`src/rtl/data_mem_arbiter.sv`:
```
// data_mem_arbiter: two-master arbiter in front of the single-port data_memory (sync write, async read).
// Define DMA_ARB_ROUND_ROBIN_EN for round-robin contention; otherwise port 0 has fixed priority.
module data_mem_arbiter #(
   parameter int DW        = 32,
   parameter int AW        = 32,
   parameter int MEM_DEPTH = 32,
   parameter int MAX_BURST = 4
) (
   input  logic          clk,
   input  logic          reset,
   input  logic          m0_req,
   input  logic          m0_we,
   input  logic          m0_lock,
   input  logic [AW-1:0] m0_addr,
   input  logic [DW-1:0] m0_wdata,
   input  logic          m1_req,
   input  logic          m1_we,
   input  logic          m1_lock,
   input  logic [AW-1:0] m1_addr,
   input  logic [DW-1:0] m1_wdata,
   output logic          m0_gnt,
   output logic          m1_gnt,
   output logic [DW-1:0] m0_rdata,
   output logic [DW-1:0] m1_rdata,
   output logic          m0_rvalid,
   output logic          m1_rvalid,
   output logic          m0_err,
   output logic          m1_err,
   output logic [AW-1:0] mem_a,
   output logic [DW-1:0] mem_wd,
   output logic          mem_we,
   input  logic [DW-1:0] mem_rd
);

   localparam int            BW    = (MAX_BURST > 1) ? $clog2(MAX_BURST) : 1;
   localparam logic [BW-1:0] BLAST = BW'(MAX_BURST - 1);
   localparam logic [AW-1:0] DEPTH = AW'(MEM_DEPTH);

   typedef enum logic [1:0] {IDLE, OWN0, OWN1} state_t;

   state_t        state;
   state_t        arb;
   logic [BW-1:0] bcnt;
   logic          o_req;
   logic          o_we;
   logic          o_lock;
   logic [AW-1:0] o_addr;
   logic [DW-1:0] o_wdata;
   logic          beat;
   logic          beat0;
   logic          beat1;
   logic          in_range;
   logic          rel;
   logic          pick1;

   // Owner-side view of the bus; everything is zero while nobody owns the memory.
   always_comb begin
      o_req   = 1'b0;
      o_we    = 1'b0;
      o_lock  = 1'b0;
      o_addr  = '0;
      o_wdata = '0;
      case (state)
         OWN0: begin
            o_req   = m0_req;
            o_we    = m0_we;
            o_lock  = m0_lock;
            o_addr  = m0_addr;
            o_wdata = m0_wdata;
         end
         OWN1: begin
            o_req   = m1_req;
            o_we    = m1_we;
            o_lock  = m1_lock;
            o_addr  = m1_addr;
            o_wdata = m1_wdata;
         end
         default: ;
      endcase
   end

   assign beat     = o_req;
   assign beat0    = beat & (state == OWN0);
   assign beat1    = beat & (state == OWN1);
   assign in_range = (o_addr < DEPTH);
   assign rel      = (state != IDLE) & (~o_req | (beat & (~o_lock | (bcnt == BLAST))));

`ifdef DMA_ARB_ROUND_ROBIN_EN
   logic prio;
   assign pick1 = prio;
`else
   assign pick1 = 1'b0;
`endif

   always_comb begin
      arb = IDLE;
      if (m0_req && m1_req)
         arb = pick1 ? OWN1 : OWN0;
      else if (m0_req)
         arb = OWN0;
      else if (m1_req)
         arb = OWN1;
   end

   // Ownership FSM: every entry (including a self re-grant) starts a fresh burst.
   always_ff @(posedge clk) begin
      if (reset) begin
         state <= IDLE;
         bcnt  <= '0;
`ifdef DMA_ARB_ROUND_ROBIN_EN
         prio  <= 1'b0;
`endif
      end else if ((state == IDLE) || rel) begin
         state <= arb;
         bcnt  <= '0;
`ifdef DMA_ARB_ROUND_ROBIN_EN
         if (arb != IDLE)
            prio <= (arb == OWN0);
`endif
      end else if (beat) begin
         bcnt <= bcnt + BW'(1);
      end
   end

   assign m0_gnt = (state == OWN0);
   assign m1_gnt = (state == OWN1);
   assign mem_a  = o_addr;
   assign mem_wd = o_wdata;
   assign mem_we = beat & o_we & in_range & ~reset;

   // Read return: out-of-range reads complete with zero data plus an error pulse.
   always_ff @(posedge clk) begin
      if (reset) begin
         m0_rvalid <= 1'b0;
         m1_rvalid <= 1'b0;
         m0_err    <= 1'b0;
         m1_err    <= 1'b0;
         m0_rdata  <= '0;
         m1_rdata  <= '0;
      end else begin
         m0_rvalid <= beat0 & ~o_we;
         m1_rvalid <= beat1 & ~o_we;
         m0_err    <= beat0 & ~in_range;
         m1_err    <= beat1 & ~in_range;
         if (beat0 & ~o_we)
            m0_rdata <= in_range ? mem_rd : '0;
         if (beat1 & ~o_we)
            m1_rdata <= in_range ? mem_rd : '0;
      end
   end

endmodule

```
`config.mk`:
```
export PLATFORM = sky130hd
export DESIGN_NAME = data_mem_arbiter
export DESIGN_NICKNAME = d
export VERILOG_FILES = /design/src/rtl/data_mem_arbiter.sv
export SDC_FILE = /design/constraint.sdc
export NUM_CORES = 1
export LEC_CHECK = 0
export CELL_PAD_IN_SITES_DETAIL_PLACEMENT = 1
export CELL_PAD_IN_SITES_GLOBAL_PLACEMENT = 1
export CORE_ASPECT_RATIO = 0.5
export CORE_MARGIN = 4
export CORE_UTILIZATION = 23
export CTS_CLUSTER_DIAMETER = 120
export CTS_CLUSTER_SIZE = 16
export DETAILED_ROUTE_END_ITERATION = 10
export GPL_ROUTABILITY_DRIVEN = 0
export GPL_TIMING_DRIVEN = 0
export PLACE_DENSITY_LB_ADDON = 0.08
export SYNTH_ARGS = -nofsm -noshare
export SYNTH_HDL_FRONTEND = slang
export SYNTH_SLANG_ARGS = --single-unit
```
`constraint.sdc`:
```
create_clock -name clk -period 2.6 [get_ports clk]
set_input_delay 0.26 -clock clk [delete_from_list [all_inputs] [get_ports clk]]
set_output_delay 0.26 -clock clk [all_outputs]
set_load 0.01 [all_outputs]
```
==> flow_summary.toml <==
[final_layout]
stdcell_count = 1010
drive_above_1_share_pct = 15.5
nets = 950
area_growth_pct = 101

[cts]
cts_buffers = 9
cts_tree = "done"
cts-root-buf = "clkbuf_16"
clk_latency_ns = 0.33
cts_sinks = 72
hold_buffers = 0
cts.path.max_buffers = 2
clkSlewWorstSetupHoldPaths_ns = 0.05
cts_htree_levels = 3

[sta]
setup_viol = 1
rsz0062_at_grt = "yes"
post-route-min-period_ns = 2.77
fmax_mhz = 361
fin_tns_setup_ns = -0.174
final_max_slew_viol_count = 0
finalHoldViolations = 0
fin_crit_sh_pct = 107
fin_ws_ns = -0.174
worst_slew_pin_slew_ns = 0.769
relSlewSlack_pct = 48.8
fin_worst_skew_ns = 0.00388

[routing]
post_drt_wl_per_cell_um = 20.2
drt_iter0_markers = 165
ant_nets = 0
viasPerCell = 4.79
route.detailed.drc = 0
postRouteWirelength_mm = 20.5
via_count = 4837
dr.pass1.iters = 4

[grt]
grt_pass1_wl_mm = 30.1
grt_pass1_vias = 5229
grt_max_degree = 12
grt.total_usage_pct = 19.6
antenna_found_initial = 1
grt.overflow.total = 0

[placed_design]
place_inst = 988
dp_hpwl_mm = 16.3
port_buffers = 302
place_ws_ns = -1.02

[logic_synthesis]
synth-async-reset-ratio_pct = 0
synth_top_area_share_pct = 36.1
yosysTopAreaCell = "dfxtp_1"
synth_edf_count = 0
synthFlopType = "dfxtp_1"
syn-num-nets = 631
syn_area_um2 = 4000
yosys-top-cells-count = "72 x dfxtp_1, 69 x nor2_1, 66 x a22oi_1"
syn_inst = 459
post-synth-top-count-cell = "dfxtp_1"
synthTopCellsByArea = "dfxtp_1 36%, a22oi_1 12%, nand3b_1 12%, o31ai_2 9.4%, nor2_1 6.5%"
ys_seq_elements = 72
ys_warn_count = 0
ys_types = 28
syn_avg_cell_area_um2 = 8.71
yosysSeqAreaShare_pct = 36.1

[setup_path]
cp_data_required_time_ns = 2.34
critPathTopFamily = "buffers and inverters"
critPathArrivalTime_ns = 2.51
slowest_stage = "dfxtp_2"
critPathBufInv = 5
endpoint_kind = "output pin"
worstPathCellList = "buf_4, ha_4, buf_8, a22oi_2, a41oi_2, nor4_2, nand4_1, buf_6, buf_8, nor4_4, buf_2"
critPathKind = "reg2out"
max_stage_delay_ns = 0.32
critPathLaunchType = "flop"
crit_fanout = 10
crit_top_cell = "buf_8"

[die]
die_w_um = 194
start_util_pct = 24.0
fp.dieArea_um2 = 19700
num_rows = 33
die_h_um = 101
num_io_pins = 303
core-area_um2 = 16700

[power_and_ir_drop]
vdd_drop_max_uv = 316
p_leak_nw = 3.21
power.density_nw_per_um2 = 393

[outcome]
violations = "negative setup slack"
status = "finished with violations"

[flow_run]
drv_cap = 0

[hold_path]
holdCritPathClass = "reg2reg"
where the power goes:
group | internal [mW] | switching (mW)
sequential | 1.11 | 0.00271
clock | 0.758 | 0.451
combinational | 0.445 | 0.389
layout by cell type, fill, tap and decap left out, types with 4 or more instances in the layout:
cell type / netlist / final
clkdlybuf4s50_1: 0 / 266
dfxtp_1: 72 / 70
nor2_1: 69 / 69
nand3b_1: 64 / 64
a22oi_1: 66 / 49
o31ai_2: 30 / 33
nand2b_1: 32 / 32
o31ai_1: 34 / 31
dlymetal6s2s_1: 0 / 28
a22oi_2: 0 / 17
clkbuf_1: 24 / 16
buf_6: 4 / 11
buf_4: 0 / 10
buf_2: 12 / 9
clkbuf_16: 0 / 9
dlygate4sd2_1: 0 / 7
a21oi_1: 7 / 6
buf_1: 15 / 6
clkbuf_2: 0 / 4
what timing repair did:
action / CTS / global route
gates cloned: 0 / 0
pin swaps: 8 / 12
setup buffers: 3 / 5
gates resized for setup: 68 / 65
endpoints found under the setup margin: 127 / 90
area by class of cell:
class | count | area (um2)
Buffer | 53 | 355
Multi-Input combinational cell | 328 | 2480
Clock inverter | 4 | 45.0
Tap cell | 227 | 284
Sequential cell | 72 | 1440
Antenna cell | 1 | 2.50
Fill cell | 1919 | 8670
Clock buffer | 11 | 243
Inverter | 4 | 20.0
Timing Repair Buffer | 310 | 3140
metrics by stage:
step	hold WS (ns)	total power [mW]	util (%)	cell area, um2
2_1_floorplan	0.401	1.44	-	4000
3_3_place_gp	0.419	1.89	43.8	7300
3_5_place_dp	0.431	1.89	43.8	7300
4_1_cts	0.439	3.16	46.6	7780
5_1_grt	0.454	3.30	48.0	8010
6_report	0.441	3.15	48.0	8020
worst register-to-register path, stage by stage, from the launching register on:
cell and delay, ns:
dfxtp_2 0.32, buf_4 0.13, ha_4 0.18, buf_8 0.15
a22oi_2 0.20, a41oi_2 0.15, nor4_2 0.26, nand4_1 0.16
buf_6 0.17, buf_4 0.13, clkbuf_2 0.21, o31ai_1 0.28
routing by layer:
layer	global-route usage (%)	vias up	share of wire, %
met5	0	-	0.039
met4	3.35	2	1.0
met2	36.9	139	52
met3	6.58	17	7.1
li1	-	2338	-
met1	22.2	2341	40
worst paths after layout:
path                               start  slack (ns)           end  cells after the start
worst min-delay path             bcnt[0]        0.44       bcnt[0]                      1
worst max register to register  state[0]        0.17  m1_rdata[12]                     11
worst max-delay path            state[0]       -0.17        mem_we                     11
worst min register to register   bcnt[0]        0.44       bcnt[0]                      1
flip-flops by register name, summed over array words and instances, names as in the netlist:
| register | flops |
|---|---|
| m0_err | 1 |
| m0_rdata | 32 |
| state | 2 |
| m1_rdata | 32 |
| m1_rvalid | 1 |
| bcnt | 2 |
| m0_rvalid | 1 |
| m1_err | 1 |
logic make-up after synthesis:
logic type                 share of synthesized area [%]
buffers and inverters                               6.67
AOI/OAI and AO/OA                                   29.9
and+or+nand+nor                                     26.1
adders and majority gates                           1.25
DFF                                                 36.1
Power figures use the tool's default switching activity.
==> edit, RTL diff (same settings) <==
Change the parameter `AW` from 32 to 64.
--- a/src/rtl/data_mem_arbiter.sv
+++ b/src/rtl/data_mem_arbiter.sv
@@ -2,7 +2,7 @@
 // Define DMA_ARB_ROUND_ROBIN_EN for round-robin contention; otherwise port 0 has fixed priority.
 module data_mem_arbiter #(
    parameter int DW        = 32,
-   parameter int AW        = 32,
+   parameter int AW        = 64,
    parameter int MEM_DEPTH = 32,
    parameter int MAX_BURST = 4
 ) (
Interface: changed (resized m0_addr, m1_addr and mem_a); port bits go from 303 to 399. The function was not compared with the original's and may differ.
==> edit against the original RTL <==
  * Wire length increased by 62%
  * The run still ends with setup timing left
  * Register-to-register slack got worse by 0.40 ns
  * Sequential cell count unchanged
  * Maximum frequency decreased by 8.5%
  * Design area increased by 38%
  * Worst setup slack got worse by 0.26 ns
  * Synthesized area increased by 21%
Power is not compared: it rests on default switching activity, and its combinational part moved more than twofold at a synthesized area within 25%.
==> edit: results (changes against the original RTL) <==
- The most used flip-flop cell after synthesis was sky130_fd_sc_hd__dfxtp_1 (unchanged).
- Delay of the slowest cell on the worst path: 0.35 ns (was 0.32 ns)
- Met2 Resource Use GR: 0.4775 (was 0.3687)
- Area contributors post-synth: sky130_fd_sc_hd__dfxtp_1 (30%), sky130_fd_sc_hd__a22oi_1 (15%), sky130_fd_sc_hd__o41ai_2 (13%) (was sky130_fd_sc_hd__dfxtp_1 (36%), sky130_fd_sc_hd__a22oi_1 (12%), sky130_fd_sc_hd__nand3b_1 (12%)).
- Top flop regs: m0_rdata: 32 flops, m1_rdata: 32 flops (unchanged)
* Clock-pin slew on the worst setup and hold paths: 0.06 ns
- Layout Cells excl Fill: 1281 (was 1010)
* Wire length on met1: 13700 um (was 8176 um)
- The initial antenna violation count was 10 (was 1).
- Synthesized-area fraction occupied by ao, oa, aoi and oai cells: 0.3610 (was 0.2987)
- Routed wire length: 33140 um (was 20450 um)
- The share of the yosys chip area belonging to registers was 0.2985 (was 0.3607).
* Number of global-route vias before repair: 6957 (was 5229)
- Total placed cells including tap cells: 1224 (was 988)
- Met2 WL post-DR: 16870 um (was 10600 um)
* Result of the run: complete, but fails checks (unchanged)
* Sum of negative setup slack: -12.20 ns (was -0.1737 ns)
- Aggregate global-route resource usage: 0.2645 (was 0.1958)
* DR iter-0 viols: 343 (was 165)
* Failing checks: setup timing (unchanged)
- The setup slack at placement was -1.304 ns (was -1.020 ns).
* Cell with the largest stage delay on the worst path: sky130_fd_sc_hd__dfxtp_4 (was sky130_fd_sc_hd__dfxtp_2)
- The total via count after detailed routing is 6594 (was 4837).
- The post-route clock skew is 0.005277 ns (was 0.003882 ns).
- Slew at the pin closest to its max-slew limit: 0.9425 ns (was 0.7687 ns)
- Met3 layer wire length in the routed design: 1857 um (was 1446 um)
- Met3 demand-to-capacity share in global routing: 0.05762 (was 0.06580)
- Top post-synthesis cells by count: sky130_fd_sc_hd__nor2_1 (97), sky130_fd_sc_hd__a22oi_1 (94), sky130_fd_sc_hd__dfxtp_1 (72) (was sky130_fd_sc_hd__dfxtp_1 (72), sky130_fd_sc_hd__nor2_1 (69), sky130_fd_sc_hd__a22oi_1 (66))
* Share of synthesized cell area in full adder, half adder and majority cells: 0.01037 (was 0.01252)
- Standard cell area after detailed placement: 9149 um^2 (was 7303 um^2)
* Fraction of layout instances using a drive strength above 1: 0.2535 (was 0.1547)
- Flop2flop setup slack: -0.23 ns (was 0.17 ns)
- The number of setup violations in the final report came to 96 (was 1).
- Worst-case setup margin in the final layout: -0.4323 ns (was -0.1737 ns)
- The number of distinct library cell variants in the gate-level netlist after synthesis came to 29 (was 28).
- Instance count of the mapped netlist: 554 (was 459)
- The fill cell total of the finished layout is 2278 (was 1919).
- The HPWL after detailed placement is 25520 um (was 16300 um).
- Post-synthesis share of cell area spent on xor and xnor gates: 0 (unchanged)
- The met1 usage in global routing was 0.3204 (was 0.2222).
==> edit: changes by cell type in the layout (fill, tap and decap cells not counted), moves of 20 or more <==
cell and change:
sky130_fd_sc_hd__o41ai_2 +44, sky130_fd_sc_hd__nor2_1 +25, sky130_fd_sc_hd__clkdlybuf4s50_1 +73, sky130_fd_sc_hd__dlymetal6s2s_1 -28
sky130_fd_sc_hd__o41ai_4 +20, sky130_fd_sc_hd__a22oi_2 +32, sky130_fd_sc_hd__dlygate4sd2_1 +44, sky130_fd_sc_hd__o31ai_2 -33
sky130_fd_sc_hd__o31ai_1 -31
==> edit: final cells by class <==
type                            count  area [um^2]  area share
Antenna cell                        2        5.005   0.0004509
Multi-Input combinational cell    403         3826      0.3447
Inverter                            6        22.52    0.002029
Clock inverter                      3        40.04    0.003607
Sequential cell                    72         1446      0.1303
Tap cell                          273        341.6     0.03077
Clock buffer                       13        260.3     0.02345
Buffer                             71        703.2     0.06335
Timing Repair Buffer              438         4454      0.4013
==> edit: report_power, final <==
group	total, mW	switching, mW	internal, mW
Clock	1.27	0.478	0.793
Sequential	1.11	0.00240	1.11
Combinational	1.80	0.852	0.944
Total	4.17	1.33	2.84
==> edit: timing repair <==
action	in CTS	in global routing
resized for setup	286	61
setup endpoints to repair	162	110
buffers inserted	21	16
pin swaps	79	29
cloned	7	1
==> edit: worst min path at each step <==
| stage | end | slack, ns | cells after the start |
|---|---|---|---|
| final | bcnt[0] | 0.44 | 1 |
| after global routing | bcnt[0] | 0.47 | 1 |
| after CTS | bcnt[0] | 0.44 | 1 |
| after detailed placement | bcnt[0] | 0.43 | 1 |
| after global placement | bcnt[0] | 0.42 | 1 |
| after floorplan | bcnt[0] | 0.40 | 1 |
